File: src/rtl/dkong_rom_loader.sv
// Purpose: decodes the HPS ioctl byte stream into ROM region write strobes and owns the core reset.
// Latency: one cycle from ioctl_wr to rom_we/rom_addr/rom_data; core_reset releases HOLD_CYCLES+1 cycles after a download or user reset ends.
// Backpressure: none; every in-range byte seen during a download is forwarded, one per cycle.
module dkong_rom_loader #(
    parameter logic [15:0] CPU_SIZE    = 16'h4000,
    parameter logic [15:0] SND_SIZE    = 16'h1000,
    parameter logic [15:0] TILE_SIZE   = 16'h1000,
    parameter logic [15:0] SPR_SIZE    = 16'h2000,
    parameter logic [15:0] PROM_SIZE   = 16'h0300,
    parameter int          HOLD_CYCLES = 1024
) (
    input  logic        clk_sys,
    input  logic        reset,
    input  logic        ioctl_download,
    input  logic        ioctl_wr,
    input  logic [24:0] ioctl_addr,
    input  logic [7:0]  ioctl_dout,
    input  logic        user_reset,
    output logic [4:0]  rom_we,
    output logic [15:0] rom_addr,
    output logic [7:0]  rom_data,
    output logic        core_reset,
    output logic        load_done,
    output logic        load_error,
    output logic [16:0] byte_count
);

    // Cumulative region bases; the image is laid out CPU, sound, tiles, sprites, PROM.
    localparam logic [16:0] BASE1 = {1'b0, CPU_SIZE};
    localparam logic [16:0] BASE2 = BASE1 + {1'b0, SND_SIZE};
    localparam logic [16:0] BASE3 = BASE2 + {1'b0, TILE_SIZE};
    localparam logic [16:0] BASE4 = BASE3 + {1'b0, SPR_SIZE};
    localparam logic [16:0] TOTAL = BASE4 + {1'b0, PROM_SIZE};

    localparam int          CW       = (HOLD_CYCLES > 2) ? $clog2(HOLD_CYCLES) : 1;
    localparam logic [CW-1:0] CNT_LAST = CW'(HOLD_CYCLES - 1);

    typedef enum logic [1:0] {
        S_IDLE   = 2'd0,
        S_LOAD   = 2'd1,
        S_SETTLE = 2'd2,
        S_RUN    = 2'd3
    } state_t;

    state_t        state;
    logic [CW-1:0] settle_cnt;
    logic          prev_download;
    logic          prev_user_reset;

    logic          dl_rise;
    logic          dl_fall;
    logic          ur_fall;
    logic          in_range;
    logic          wr_window;
    logic          take;
    logic          bad;
    logic [4:0]    we_dec;
    logic [24:0]   base_sel;
    logic [15:0]   rom_off;
    logic [16:0]   count_base;
    logic [16:0]   count_next;
    logic          err_next;
    logic          err_final;

    assign dl_rise = ioctl_download & ~prev_download;
    assign dl_fall = ~ioctl_download & prev_download;
    assign ur_fall = ~user_reset & prev_user_reset;

    // Region decode, acceptance of the current byte and the updated count/error it implies.
    always_comb begin
        we_dec    = 5'b00000;
        base_sel  = 25'd0;
        in_range  = (ioctl_addr < {8'd0, TOTAL});
        if (ioctl_addr < {8'd0, BASE1}) begin
            we_dec   = 5'b00001;
            base_sel = 25'd0;
        end else if (ioctl_addr < {8'd0, BASE2}) begin
            we_dec   = 5'b00010;
            base_sel = {8'd0, BASE1};
        end else if (ioctl_addr < {8'd0, BASE3}) begin
            we_dec   = 5'b00100;
            base_sel = {8'd0, BASE2};
        end else if (ioctl_addr < {8'd0, BASE4}) begin
            we_dec   = 5'b01000;
            base_sel = {8'd0, BASE3};
        end else begin
            we_dec   = 5'b10000;
            base_sel = {8'd0, BASE4};
        end
        rom_off = 16'(ioctl_addr - base_sel);

        // A write on the same cycle the download starts belongs to the new download.
        wr_window  = (state == S_LOAD) || dl_rise;
        take       = ioctl_wr & wr_window & in_range;
        bad        = ioctl_wr & wr_window & ~in_range;

        count_base = (state == S_LOAD) ? byte_count : 17'd0;
        count_next = count_base;
        if (take && (count_base != 17'h1FFFF)) begin
            count_next = count_base + 17'd1;
        end
        err_next  = ((state == S_LOAD) ? load_error : 1'b0) | bad;
        // The length check at download end sees the byte accepted on that same cycle.
        err_final = err_next | (count_next != TOTAL);
    end

    // Sequencer: download tracking, settle timer, core reset and the registered write port.
    always_ff @(posedge clk_sys) begin
        if (reset) begin
            state           <= S_IDLE;
            settle_cnt      <= '0;
            // Seed the edge detectors with the live inputs so a download already in
            // progress is not mistaken for a fresh one once reset releases.
            prev_download   <= ioctl_download;
            prev_user_reset <= user_reset;
            rom_we          <= 5'b00000;
            rom_addr        <= 16'd0;
            rom_data        <= 8'd0;
            core_reset      <= 1'b1;
            load_done       <= 1'b0;
            load_error      <= 1'b0;
            byte_count      <= 17'd0;
        end else begin
            prev_download   <= ioctl_download;
            prev_user_reset <= user_reset;
            rom_we          <= take ? we_dec : 5'b00000;
            if (take) begin
                rom_addr <= rom_off;
                rom_data <= ioctl_dout;
            end

            if (dl_rise && (state != S_LOAD)) begin
                state      <= S_LOAD;
                settle_cnt <= '0;
                core_reset <= 1'b1;
                load_done  <= 1'b0;
                load_error <= err_next;
                byte_count <= count_next;
            end else begin
                case (state)
                    S_IDLE: begin
                        core_reset <= 1'b1;
                    end
                    S_LOAD: begin
                        core_reset <= 1'b1;
                        byte_count <= count_next;
                        if (dl_fall) begin
                            state      <= S_SETTLE;
                            settle_cnt <= '0;
                            load_error <= err_final;
                            load_done  <= ~err_final;
                        end else begin
                            load_error <= err_next;
                        end
                    end
                    S_SETTLE: begin
                        core_reset <= 1'b1;
                        if (settle_cnt == CNT_LAST) begin
                            settle_cnt <= '0;
                            state      <= load_done ? S_RUN : S_IDLE;
                        end else begin
                            settle_cnt <= settle_cnt + CW'(1);
                        end
                    end
                    S_RUN: begin
                        if (ur_fall) begin
                            state      <= S_SETTLE;
                            settle_cnt <= '0;
                            core_reset <= 1'b1;
                        end else begin
                            core_reset <= user_reset;
                        end
                    end
                    default: begin
                        state      <= S_IDLE;
                        core_reset <= 1'b1;
                    end
                endcase
            end
        end
    end

endmodule

File: config.mk
export PLATFORM = sky130hd
export DESIGN_NAME = dkong_rom_loader
export DESIGN_NICKNAME = d
export VERILOG_FILES = /design/src/rtl/dkong_rom_loader.sv
export SDC_FILE = /design/constraint.sdc
export NUM_CORES = 1
export LEC_CHECK = 0
export CAP_MARGIN = 25
export CORE_AREA = 8 8 124 126
export CTS_CLUSTER_DIAMETER = 80
export DETAILED_ROUTE_END_ITERATION = 12
export DIE_AREA = 0 0 132 134
export REMOVE_ABC_BUFFERS = 1
export SLEW_MARGIN = 0
export SYNTH_ARGS = -nofsm -noshare
export SYNTH_HDL_FRONTEND = slang
export SYNTH_SLANG_ARGS = --single-unit
File: constraint.sdc
create_clock -name clk_sys -period 9.53 [get_ports clk_sys]
set_clock_uncertainty 0.15 [all_clocks]
set_input_delay 1.906 -clock clk_sys [delete_from_list [all_inputs] [get_ports clk_sys]]
set_output_delay 1.906 -clock clk_sys [all_outputs]
set_load 0.1 [all_outputs]
==> flow_summary.rst, run 1 <==
.. list-table::
   :header-rows: 1

   * - Metric
     - Value
   * - Status
     - complete, no violations
   * - TritonCTS clock tree
     - done
   * - Clk Tree Root Cell
     - sky130_fd_sc_hd__clkbuf_16
   * - Fraction of the mapped netlist area in compound gates
     - 20.12%
   * - Post CTS Setup Buffer Count
     - 0
   * - Post-synth EDFFs
     - 0
   * - Fillers
     - 1376
   * - Clock Pin Slew Worst Setup and Hold Paths
     - about 0.060 ns
   * - Peak Freq
     - 0.2130 GHz
   * - Top cells by area in the synthesized netlist
     - sky130_fd_sc_hd__dfxtp_1 (39%), sky130_fd_sc_hd__nand2_1 (8.3%), sky130_fd_sc_hd__a21oi_1 (5.8%)
   * - Data arrival time of the critical path
     - 4.80 ns
   * - Number of design-rule violations left by the first detailed-router iteration
     - 227
   * - Clock network latency to the later pin of the worst-skew pair
     - 0.33 ns
   * - Count of different cell masters after synthesis
     - 56
   * - Mean instance size in the synthesized netlist
     - 8.207 um^2
   * - Routed wire length
     - ~10 mm
   * - Maximum cell stage delay along the critical path
     - 0.60 ns
   * - Number of violations of the max-capacitance limit
     - 0
   * - Hold_buf cts
     - 0
   * - Max VDD drop
     - 0.09387 mV
   * - Highest net fanout along the worst path
     - 15
   * - Logic depth of the worst setup path including buffers
     - 9
   * - Count of final hold-check violations
     - 0
   * - Total routing usage reported by global routing
     - a little under an eighth
   * - Gate power share
     - 6.2%
   * - # setup viols final
     - 0
   * - Die height
     - 134 um
   * - Cell at the slowest stage of the critical path
     - sky130_fd_sc_hd__nor3_4
   * - Time the worst path needs with I/O delays and setup
     - 4.695 ns
   * - Portion of synthesized cell area occupied by the leading cell type
     - 38.71%
   * - Beginning of the critical path
     - ioctl_addr[18]
   * - Unrepaired setup endpoints after global routing
     - false
   * - Fraction of layout cells with a size suffix above 1
     - 7.500%
   * - Site row count
     - 43
   * - Width of the die
     - 132 um
   * - Register area
     - roughly 1300 um^2
   * - Mean number of vias per cell
     - approximately 4.9
   * - Average wire per standard cell
     - 15.23 um
   * - Origin of the critical flop-to-flop path
     - state[0]$_SDFFE_PP0P_
   * - Most instantiated library cell after synthesis
     - sky130_fd_sc_hd__nand2_1
   * - Largest net degree at the start of global routing
     - 50
   * - Total Die Area
     - 17690 um^2
   * - Total global routing overflow
     - 0
   * - Gate Count Post-Synth
     - just under 400
   * - Starting density of the core
     - 24.13%
   * - Via count of the first global-routing pass
     - 3115
   * - Clock sink count
     - 63
   * - Design internal power
     - between 0.0005 and 0.0006 W
   * - Path type of the worst min-delay path
     - register to register
   * - Num ports
     - 87
   * - Nets@finish
     - 520
   * - Mapped cell area
     - 3258 um^2
   * - Max-slew violations
     - 0
   * - Top cell type by total area after synthesis
     - sky130_fd_sc_hd__dfxtp_1
   * - Tightest Pin Transition
     - approximately 1 ns
   * - Via count of the routed design
     - 3224
   * - Crit path buffers/inverters
     - 1
   * - Multi-input logic area
     - 1878 um^2
   * - DRC Markers
     - 0
   * - Sort of element at the end of the critical path
     - register
   * - Critical path launch point type
     - input pin
   * - Post-DP HPWL
     - roughly 7.3 mm
   * - R2R Setup Slk
     - slightly below 5 ns
   * - Setup TNS
     - 0 ns
   * - Largest family of logic cells by synthesized area
     - simple AND/OR/NAND/NOR gates
   * - Start-to-end type of the worst setup path
     - input pin to register
   * - Number of clock buffers inserted by TritonCTS
     - 9
   * - Adder-Cell Fraction of Synth Area
     - 2.919%
   * - Total of cells resized after clock tree synthesis
     - 0
   * - Leak Pwr
     - 1.557 nW
   * - GP Congestion
     - 0.8343
   * - Worst slew margin relative to its limit
     - 33.00%
   * - Antenna-violating nets left
     - 0
   * - Fraction of synthesized cell area in xor and xnor cells
     - roughly 3.5%
   * - Core area
     - 13500 um^2
   * - Portion of total power attributed to the clock network
     - 52.2%
   * - Critical path endpoint
     - load_done$_SDFFE_PP0P_
   * - Total chip power
     - approximately 0.00064 W
   * - Max clock buf depth
     - 2
   * - Yosys Warn Count
     - 0
   * - First-pass GRT wire length
     - 16.27 mm
   * - Portion of total power attributed to sequential cells
     - about two fifths
   * - Total power density per cell area
     - roughly 140 nW/um^2
   * - Portion of netlist area occupied by mux cells
     - 0.3456%
   * - Share of the yosys chip area belonging to registers
     - 38.71%
   * - Switching share of power
     - 21.96%
   * - Top cells by instance count after synthesis
     - sky130_fd_sc_hd__nand2_1 (72), sky130_fd_sc_hd__dfxtp_1 (63), sky130_fd_sc_hd__a21oi_1 (38), sky130_fd_sc_hd__nor2_1 (33)
   * - Cells along the critical path
     - clkdlybuf4s50_1 -> nor4_2 -> nand3_1 -> nor3_4 -> o2111ai_1 -> a22oi_1 -> nand4_1 -> or4_1 -> a21oi_1
   * - Detailed-router iteration count before antenna repair
     - 5
   * - Primary FF master, synth
     - sky130_fd_sc_hd__dfxtp_1
   * - Fin crit share
     - 49.26%
   * - Net switching power of the design
     - 0.0001408 W
   * - IO Port Bufs
     - 86
   * - Worst Path Required
     - 9.64 ns
   * - Post-Synth Simple-Gate Area
     - a little over 30%
   * - Antenna diodes
     - 0
   * - Reg-to-Reg End
     - load_done$_SDFFE_PP0P_
   * - Proportion of register bits with asynchronous set or reset after synthesis
     - 0%
   * - Synthesis-to-layout area growth
     - 40.63%
   * - Depth of the CTS H-tree
     - 3
   * - Kind of cell adding the most delay to the critical path
     - simple AND/OR/NAND/NOR gates
   * - Antenna violations before repair
     - 0
   * - Reg2Reg Depth
     - 17
   * - Number of storage elements in the synthesis netlist
     - 63
## placed cells by master, fill, tap and decap left out, types with 6 or more instances in the layout
cell                              instances
sky130_fd_sc_hd__dfxtp_1                 63
sky130_fd_sc_hd__nand2_1                 72
sky130_fd_sc_hd__o21ai_0                 12
sky130_fd_sc_hd__ha_1                     6
sky130_fd_sc_hd__a311oi_1                 7
sky130_fd_sc_hd__and3_1                   7
sky130_fd_sc_hd__xor2_1                   6
sky130_fd_sc_hd__and4_1                   6
sky130_fd_sc_hd__a22oi_1                  8
sky130_fd_sc_hd__nor3_1                  11
sky130_fd_sc_hd__nor2_1                  33
sky130_fd_sc_hd__clkbuf_16                9
sky130_fd_sc_hd__clkdlybuf4s50_1         85
sky130_fd_sc_hd__a21oi_1                 38
sky130_fd_sc_hd__nand3_1                 14
sky130_fd_sc_hd__a211oi_1                10
sky130_fd_sc_hd__nand2b_1                 6
## layer usage
layer	GRT usage, %	vias up	routed length, um
li1	-	1600	-
met1	14.00	1479	4657
met2	17.58	131	4526
met3	3.702	14	722
met4	4.722	0	142
met5	0	-	0
## worst min path at each step
| stage | start | to | slack (ns) | cells after the start |
|---|---|---|---|---|
| 2_1_floorplan | prev_user_reset$_DFF_P_ | core_reset$_SDFF_PP1_ | 0.27 | 1 |
| 3_3_place_gp | prev_user_reset$_DFF_P_ | core_reset$_SDFF_PP1_ | 0.29 | 1 |
| 3_5_place_dp | prev_user_reset$_DFF_P_ | core_reset$_SDFF_PP1_ | 0.29 | 1 |
| 4_1_cts | prev_user_reset$_DFF_P_ | core_reset$_SDFF_PP1_ | 0.30 | 1 |
| 5_1_grt | rom_data[0]$_SDFFE_PP0N_ | rom_data[0]$_SDFFE_PP0N_ | 0.32 | 2 |
| 6_report | prev_user_reset$_DFF_P_ | core_reset$_SDFF_PP1_ | 0.30 | 1 |
## worst register-to-register path: cells and delay by family, from the launching register on
kind / cells / cell delay, ns
simple gates: 11 / 2.57
flops: 1 / 0.62
compound gates: 3 / 0.54
fa+ha+maj: 2 / 0.45
buf+inv: 1 / 0.23
## cell type report
| class | count | area share [%] |
|---|---|---|
| well taps | 180 | 4.915 |
| clock inverters | 5 | 1.229 |
| inverters | 5 | 0.4096 |
| multi-input cells | 306 | 40.99 |
| clock buffers | 11 | 5.516 |
| repair buffers | 90 | 19.42 |
| flip-flops and latches | 63 | 27.53 |
## stage by stage
step	setup slack [ns]	instance area (um^2)	util [%]	std cells	hold WS (ns)
2_1_floorplan	5.319	3149	-	374	0.2664
3_3_place_gp	4.501	4262	31.56	643	0.2865
3_5_place_dp	4.458	4262	31.56	643	0.2884
4_1_cts	4.783	4571	33.85	659	0.3029
5_1_grt	4.560	4582	33.93	660	0.3169
6_report	4.835	4582	33.93	660	0.2965
## flip-flops by register name (all words and copies together), names as in the netlist, 2 cells and up
signal      flops
rom_we          5
byte_count     17
rom_addr       16
state           2
rom_data        8
settle_cnt     10
## power by group through the flow
stage	clock [W]	sequential, W	combinational [W]
2_1_floorplan	0	0.000274	0.0000124
3_3_place_gp	0	0.000272	0.0000395
3_5_place_dp	0	0.000272	0.0000399
4_1_cts	0.000344	0.000266	0.0000402
5_1_grt	0.000356	0.000266	0.0000434
6_report	0.000335	0.000266	0.0000398
## cells by family after synthesis
family / count (synthesis)
AO/OA/AOI/OAI: 100
XOR/XNOR: 12
adder cells (fa/ha/maj): 7
buffers and inverters: 28
flip-flops: 63
multiplexers: 1
AND/OR/NAND/NOR: 186
Note: power is estimated with default switching activity, not from simulation.
==> inputs of run 2 (changes only) <==
==> constraint.sdc (replaced) <==
create_clock -name clk_sys -period 4.6 [get_ports clk_sys]
set_clock_uncertainty 0.15 [all_clocks]
set_input_delay 0.92 -clock clk_sys [delete_from_list [all_inputs] [get_ports clk_sys]]
set_output_delay 0.92 -clock clk_sys [all_outputs]
set_load 0.1 [all_outputs]
==> run 2 against run 1 <==
  * Final area up 0.44%
  * Die area stayed put
  * Register-to-register slack got worse by 4.5 ns
  * Critical endpoint unchanged
  * Setup slack got worse by 4.4 ns
  * Routed wire length increased by 3.1%
  * Sequential share of layout area decreased by 0.12 points
  * Combinational power rose by 110%
  * Clock power grew 110%
  * Global-route usage increased by 0.50 points
==> flow_summary.rst, run 2 (synthesis results as in run 1) <==
.. list-table::
   :header-rows: 1

   * - Metric
     - Value
   * - Status
     - complete, no violations
   * - Fillers
     - 1370
   * - Max-slew violations
     - 0
   * - Fraction of layout cells with a size suffix above 1
     - 7.884%
   * - Synthesis-to-layout area growth
     - 41.24%
   * - Die height
     - 134 um
   * - Antenna diodes
     - 0
   * - Highest net fanout along the worst path
     - 16
   * - Multi-input logic area
     - roughly 1900 um^2
   * - Via count of the first global-routing pass
     - 3070
   * - Number of design-rule violations left by the first detailed-router iteration
     - 170
   * - Starting density of the core
     - approximately a quarter
   * - First-pass GRT wire length
     - 16.81 mm
   * - Total Die Area
     - 17690 um^2
   * - GP Congestion
     - roughly 0.84
   * - Worst slew margin relative to its limit
     - 32.93%
   * - Clock sink count
     - 63
   * - TritonCTS clock tree
     - done
   * - Largest register by flop count
     - byte_count
   * - Mean number of vias per cell
     - 4.888
   * - Antenna violations before repair
     - 0
   * - Total routing usage reported by global routing
     - 11.78%
   * - Worst Path Required
     - 4.71 ns
   * - Width of the die
     - 132 um
   * - Nets@finish
     - 522
   * - Via count of the routed design
     - around 3200
   * - Detailed-router iteration count before antenna repair
     - 4
   * - Beginning of the critical path
     - state[1]$_SDFFE_PP0P_
   * - Clk Tree Root Cell
     - sky130_fd_sc_hd__clkbuf_16
   * - Post-route cell area
     - 4602 um^2
   * - Critical path launch point type
     - register
   * - Hold_buf cts
     - 0
   * - Average wire per standard cell
     - 15.65 um
   * - Count of final hold-check violations
     - 0
   * - Max clock buf depth
     - 2
   * - Startpoint of the lowest-slack hold path
     - rom_data[6]$_SDFFE_PP0N_
   * - Antenna-violating nets left
     - 0
   * - Placed cell areas
     - 4284 um^2
   * - Post-DP HPWL
     - 7.571 mm
   * - Site row count
     - 43
   * - Number of clock buffers inserted by TritonCTS
     - 9
   * - Core area
     - 13500 um^2
   * - Time the worst path needs with I/O delays and setup
     - ~4.2 ns
   * - Tightest Pin Transition
     - 1.003 ns
   * - Cell at the slowest stage of the critical path
     - sky130_fd_sc_hd__dfxtp_1
   * - Clock network latency to the later pin of the worst-skew pair
     - 0.33 ns
   * - Total of cells resized after clock tree synthesis
     - 0
   * - Fin crit share
     - 91.33%
   * - Routed wire length
     - 10.36 mm
   * - IO Port Bufs
     - 86
   * - Depth of the CTS H-tree
     - 3
   * - Cells along the critical path
     - nor2b_1 -> and2_1 -> ha_1 -> nand2_1 -> nor2_1 -> nand2_1 -> nor2_1 -> and4_1 -> ha_1 -> a211o_1 -> nor3_4 -> o2111ai_1 -> a22oi_1 -> nand4_1 -> or4_1 -> a21oi_1
   * - Num ports
     - 87
   * - Largest net degree at the start of global routing
     - 49
   * - Top flop regs
     - byte_count x17, rom_addr x16, settle_cnt x10
   * - Most frequent cells in the layout
     - sky130_fd_sc_hd__clkdlybuf4s50_1 (85), sky130_fd_sc_hd__nand2_1 (72), sky130_fd_sc_hd__dfxtp_1 (63)
   * - Path type of the worst min-delay path
     - register to register
   * - Register area
     - 1261 um^2
   * - Number of flip-flops under the largest register name
     - 17
   * - Max VDD drop
     - 0.1663 mV
   * - Unrepaired setup endpoints after global routing
     - false
   * - Crit path buffers/inverters
     - 0
   * - Peak Freq
     - 0.2380 GHz
   * - Clock Pin Slew Worst Setup and Hold Paths
     - 0.06 ns
   * - Data arrival time of the critical path
     - between 4 and 5 ns
   * - Sort of element at the end of the critical path
     - register
   * - Leak Pwr
     - 1.569 nW
   * - Setup TNS
     - 0 ns
   * - DRC Markers
     - 0
   * - Total power density per cell area
     - 292.1 nW/um^2
   * - Origin of the critical flop-to-flop path
     - state[1]$_SDFFE_PP0P_
   * - Start-to-end type of the worst setup path
     - register to register
   * - # setup viols final
     - 0
   * - Post CTS Setup Buffer Count
     - 0
   * - Total global routing overflow
     - 0
   * - Most common cell after layout, fill and taps aside
     - sky130_fd_sc_hd__clkdlybuf4s50_1
   * - Kind of cell adding the most delay to the critical path
     - simple AND/OR/NAND/NOR gates
   * - Number of violations of the max-capacitance limit
     - 0
   * - Maximum cell stage delay along the critical path
     - 0.57 ns
## run 2: cell types whose count changed in the layout (fill, tap and decap cells not counted), sizes merged
cell,previous run,this run
clkbuf,11,12
buf,5,7
inv,5,6
clkinv,3,1
## run 2: worst paths after layout
| path | to | slack [ns] | cells after the start |
|---|---|---|---|
| setup / recovery | load_done$_SDFFE_PP0P_ | 0.40 | 16 |
| hold / removal | rom_data[6]$_SDFFE_PP0N_ | 0.30 | 2 |
| setup reg to reg | load_done$_SDFFE_PP0P_ | 0.40 | 16 |
| hold reg to reg | rom_data[6]$_SDFFE_PP0N_ | 0.30 | 2 |
## run 2: stage by stage
step | worst slack (ns) | total power [W] | utilization [%] | instances | hold slack, ns
finish | 0.3986 | 0.001344 | 34.08 | 662 | 0.3004
detailed placement | 0.5064 | 0.0006477 | 31.72 | 646 | 0.2962
global route | 0.05382 | 0.001392 | 34.08 | 662 | 0.3236
CTS | 0.4797 | 0.001368 | 34.08 | 662 | 0.3036
global placement | 0.5903 | 0.0006471 | 31.72 | 646 | 0.2910
floorplan | 0.3894 | 0.0005932 | - | 374 | 0.2664
## run 2: area by class of cell
type	count	share of cell area (%)
tap	180	4.894
timing repair buffer	92	19.58
clock inverter	4	1.115
multi-input combinational	306	40.81
sequential	63	27.41
clock buffer	12	5.791
inverter	5	0.4078
## run 2: routing by layer
metal | part of all wire, % | vias to the layer above | track usage [%]
met2 | 44 | 112 | 17.58
met5 | 0 | - | 0
met1 | 46 | 1497 | 15.21
li1 | - | 1612 | -
met4 | 1.8 | 0 | 4.531
met3 | 8.3 | 15 | 4.151
## run 2: power breakdown
part / switching (W) / internal, W / total (W)
combinational: 0.0000437 / 0.0000406 / 0.0000843
sequential: 0.00000316 / 0.000548 / 0.000552
clock: 0.000244 / 0.000464 / 0.000708
total: 0.000291 / 0.00105 / 0.00134
## run 2: worst min-delay path, stage by stage, from the launching register on
cell and delay, ns:
sky130_fd_sc_hd__dfxtp_1 0.30, sky130_fd_sc_hd__nand2_1 0.05, sky130_fd_sc_hd__a21oi_1 0.05
==> inputs of run 3 (changes only) <==
--- a/config.mk
+++ b/config.mk
@@ -7,6 +7,7 @@
 export LEC_CHECK = 0
 export CAP_MARGIN = 25
 export CORE_AREA = 8 8 124 126
+export CTS_BUF_LIST = sky130_fd_sc_hd__clkbuf_8 sky130_fd_sc_hd__clkbuf_16
 export CTS_CLUSTER_DIAMETER = 80
 export DETAILED_ROUTE_END_ITERATION = 12
 export DIE_AREA = 0 0 132 134
==> constraint.sdc (replaced) <==
create_clock -name clk_sys -period 4.6 [get_ports clk_sys]
set_clock_uncertainty 0.15 [all_clocks]
set_input_delay 0.92 -clock clk_sys [delete_from_list [all_inputs] [get_ports clk_sys]]
set_output_delay 0.92 -clock clk_sys [all_outputs]
set_load 0.05 [all_outputs]
==> run 3 against run 2 <==
  * Sequential share of layout area rose by 0.067 points
  * Sequential power barely moved
  * Largest power group unchanged
  * Critical endpoint unchanged
  * Die area did not move
  * Combinational power fell by 2.7%
  * Sequential cell count did not move
  * Global-route usage barely moved
  * Hold slack improved by 0.00090 ns
  * Critical path type unchanged
  * Final area fell by 0.24%
  * Routed wire length rose by 1.7%
==> flow_summary.rst, run 3 (synthesis results as in run 1) <==
.. list-table::
   :header-rows: 1

   * - Metric
     - Value
   * - Status
     - complete, no violations
   * - Number of clock buffers inserted by TritonCTS
     - 9
   * - Via count of the routed design
     - 3246
   * - Leak Pwr
     - 1.566 nW
   * - Sort of element at the end of the critical path
     - register
   * - IO Port Bufs
     - 86
   * - Logic depth of the worst setup path including buffers
     - 16
   * - Antenna diodes
     - 0
   * - Nets@finish
     - 521
   * - Crit path buffers/inverters
     - 0
   * - Most frequent cells in the layout
     - sky130_fd_sc_hd__clkdlybuf4s50_1 (85), sky130_fd_sc_hd__nand2_1 (72), sky130_fd_sc_hd__dfxtp_1 (63)
   * - Clock network latency to the later pin of the worst-skew pair
     - approximately 0.33 ns
   * - Clock Pin Slew Worst Setup and Hold Paths
     - 0.06 ns
   * - Fin crit share
     - 90.55%
   * - Start-to-end type of the worst setup path
     - register to register
   * - Tightest Pin Transition
     - around 0.65 ns
   * - Critical path launch point type
     - register
   * - Largest net degree at the start of global routing
     - 49
   * - Register area
     - between 1000 and 1500 um^2
   * - Total of cells resized after clock tree synthesis
     - 0
   * - Synthesis-to-layout area growth
     - 40.90%
   * - Kind of cell adding the most delay to the critical path
     - simple AND/OR/NAND/NOR gates
   * - Setup TNS
     - 0 ns
   * - Total routing usage reported by global routing
     - 11.73%
   * - DRC Markers
     - 0
   * - Placed cell areas
     - between 4000 and 5000 um^2
   * - Max clock buf depth
     - 2
   * - Worst slew margin relative to its limit
     - 56.31%
   * - Mean number of vias per cell
     - 4.918
   * - Starting density of the core
     - around 24%
   * - Antenna-violating nets left
     - 0
   * - Average wire per standard cell
     - ~16 um
   * - Worst path setup slack after routing
     - 0.4349 ns
   * - Clk Tree Root Cell
     - sky130_fd_sc_hd__clkbuf_16
   * - Number of violations of the max-capacitance limit
     - 0
   * - Maximum cell stage delay along the critical path
     - 0.57 ns
   * - TritonCTS clock tree
     - done
   * - Hold_buf cts
     - 0
   * - Post-layout util
     - 33.99%
   * - Core area
     - 13500 um^2
   * - Max VDD drop
     - 0.1368 mV
   * - Multi-input logic area
     - 1878 um^2
   * - Total global routing overflow
     - 0
   * - Routed wire length
     - 10.54 mm
   * - Unrepaired setup endpoints after global routing
     - false
   * - Total power density per cell area
     - 294.6 nW/um^2
   * - Fillers
     - 1402
   * - Most common cell after layout, fill and taps aside
     - sky130_fd_sc_hd__clkdlybuf4s50_1
   * - Cells along the critical path
     - nor2b_1 -> and2_1 -> ha_1 -> nand2_1 -> nor2_1 -> nand2_1 -> nor2_1 -> and4_1 -> ha_1 -> a211o_1 -> nor3_4 -> o2111ai_1 -> a22oi_1 -> nand4_1 -> or4_1 -> a21oi_1
   * - # setup viols final
     - 0
   * - Total Die Area
     - 17690 um^2
   * - Number of design-rule violations left by the first detailed-router iteration
     - 224
   * - Number of flip-flops under the largest register name
     - 17
   * - Highest net fanout along the worst path
     - 16
   * - First-pass GRT wire length
     - around 17 mm
   * - Largest register by flop count
     - byte_count
   * - Path type of the worst min-delay path
     - register to register
   * - Data arrival time of the critical path
     - between 4 and 5 ns
   * - Via count of the first global-routing pass
     - 3100
   * - Max-slew violations
     - 0
   * - Top flop regs
     - byte_count x17, rom_addr x16, settle_cnt x10
   * - Clock sink count
     - 63
   * - GP Congestion
     - 0.8397
   * - Total chip power
     - 0.001352 W
   * - Post-route cell area
     - roughly 4600 um^2
   * - Post CTS Setup Buffer Count
     - 0
   * - Depth of the CTS H-tree
     - 3
   * - Time the worst path needs with I/O delays and setup
     - 4.165 ns
   * - Cell at the slowest stage of the critical path
     - sky130_fd_sc_hd__dfxtp_1
   * - Fraction of layout cells with a size suffix above 1
     - 7.083%
   * - Detailed-router iteration count before antenna repair
     - 4
   * - Worst hold path cell count
     - 2
   * - Worst setup timing slack at the placement stage
     - 0.4931 ns
   * - Die height
     - 134 um
   * - Reg2Reg Depth
     - 16
   * - Worst Path Required
     - 4.71 ns
   * - Width of the die
     - between 100 and 150 um
   * - Num ports
     - 87
   * - Site row count
     - 43
   * - Count of final hold-check violations
     - 0
   * - Antenna violations before repair
     - 0
   * - Peak Freq
     - ~0.24 GHz
   * - Post-DP HPWL
     - around 7.7 mm
## run 3: cell types whose count changed in the layout (fill, tap and decap cells not counted)
cell | previous run | this run
sky130_fd_sc_hd__bufinv_16 | 1 | 2
sky130_fd_sc_hd__clkinv_2 | 1 | 0
sky130_fd_sc_hd__inv_1 | 5 | 7
sky130_fd_sc_hd__clkbuf_8 | 3 | 1
sky130_fd_sc_hd__buf_4 | 6 | 5
sky130_fd_sc_hd__inv_6 | 1 | 0
## run 3: per-layer routing
metal | GRT usage [%] | part of all wire, %
met5 | 0 | 0
met4 | 2.936 | 1.1
met2 | 17.75 | 44
met3 | 4.787 | 7.7
met1 | 15.12 | 47
## run 3: worst paths after layout
kind         slack, ns                  endpoint                      from
max               0.43    load_done$_SDFFE_PP0P_     state[1]$_SDFFE_PP0P_
min               0.30  rom_data[6]$_SDFFE_PP0N_  rom_data[6]$_SDFFE_PP0N_
max reg2reg       0.43    load_done$_SDFFE_PP0P_     state[1]$_SDFFE_PP0P_
min reg2reg       0.30  rom_data[6]$_SDFFE_PP0N_  rom_data[6]$_SDFFE_PP0N_
## run 3: layout make-up
class / instances / share of cell area, %
inverters: 5 / 0.4088
clock buffers: 10 / 5.206
well taps: 180 / 4.906
repair buffers: 91 / 19.46
clock inverters: 5 / 1.635
flip-flops and latches: 63 / 27.47
multi-input cells: 306 / 40.91
## run 3: metrics by stage
step / cells / hold slack, ns
after global routing: 660 / 0.3220
after floorplan: 374 / 0.2664
after detailed placement: 645 / 0.2959
final: 660 / 0.3013
after CTS: 660 / 0.3032
after global placement: 645 / 0.2909
## run 3: power breakdown
| part | switching (W) | leakage (nW) | internal, W |
|---|---|---|---|
| Sequential | 0.00000306 | 0.508 | 0.000549 |
| Clock | 0.000237 | 0.157 | 0.000481 |
| Combinational | 0.0000414 | 0.901 | 0.0000406 |
## run 3: worst register-to-register path: stages, from the launching register on
cell	delay, ns
sky130_fd_sc_hd__dfxtp_1	0.57
sky130_fd_sc_hd__nor2b_1	0.13
sky130_fd_sc_hd__and2_1	0.18
sky130_fd_sc_hd__ha_1	0.23
sky130_fd_sc_hd__nand2_1	0.15
sky130_fd_sc_hd__nor2_1	0.08
sky130_fd_sc_hd__nand2_1	0.10
sky130_fd_sc_hd__nor2_1	0.08
sky130_fd_sc_hd__and4_1	0.20
sky130_fd_sc_hd__ha_1	0.21
sky130_fd_sc_hd__a211o_1	0.30
sky130_fd_sc_hd__nor3_4	0.50
sky130_fd_sc_hd__o2111ai_1	0.24
sky130_fd_sc_hd__a22oi_1	0.26
sky130_fd_sc_hd__nand4_1	0.16
sky130_fd_sc_hd__or4_1	0.41
sky130_fd_sc_hd__a21oi_1	0.14
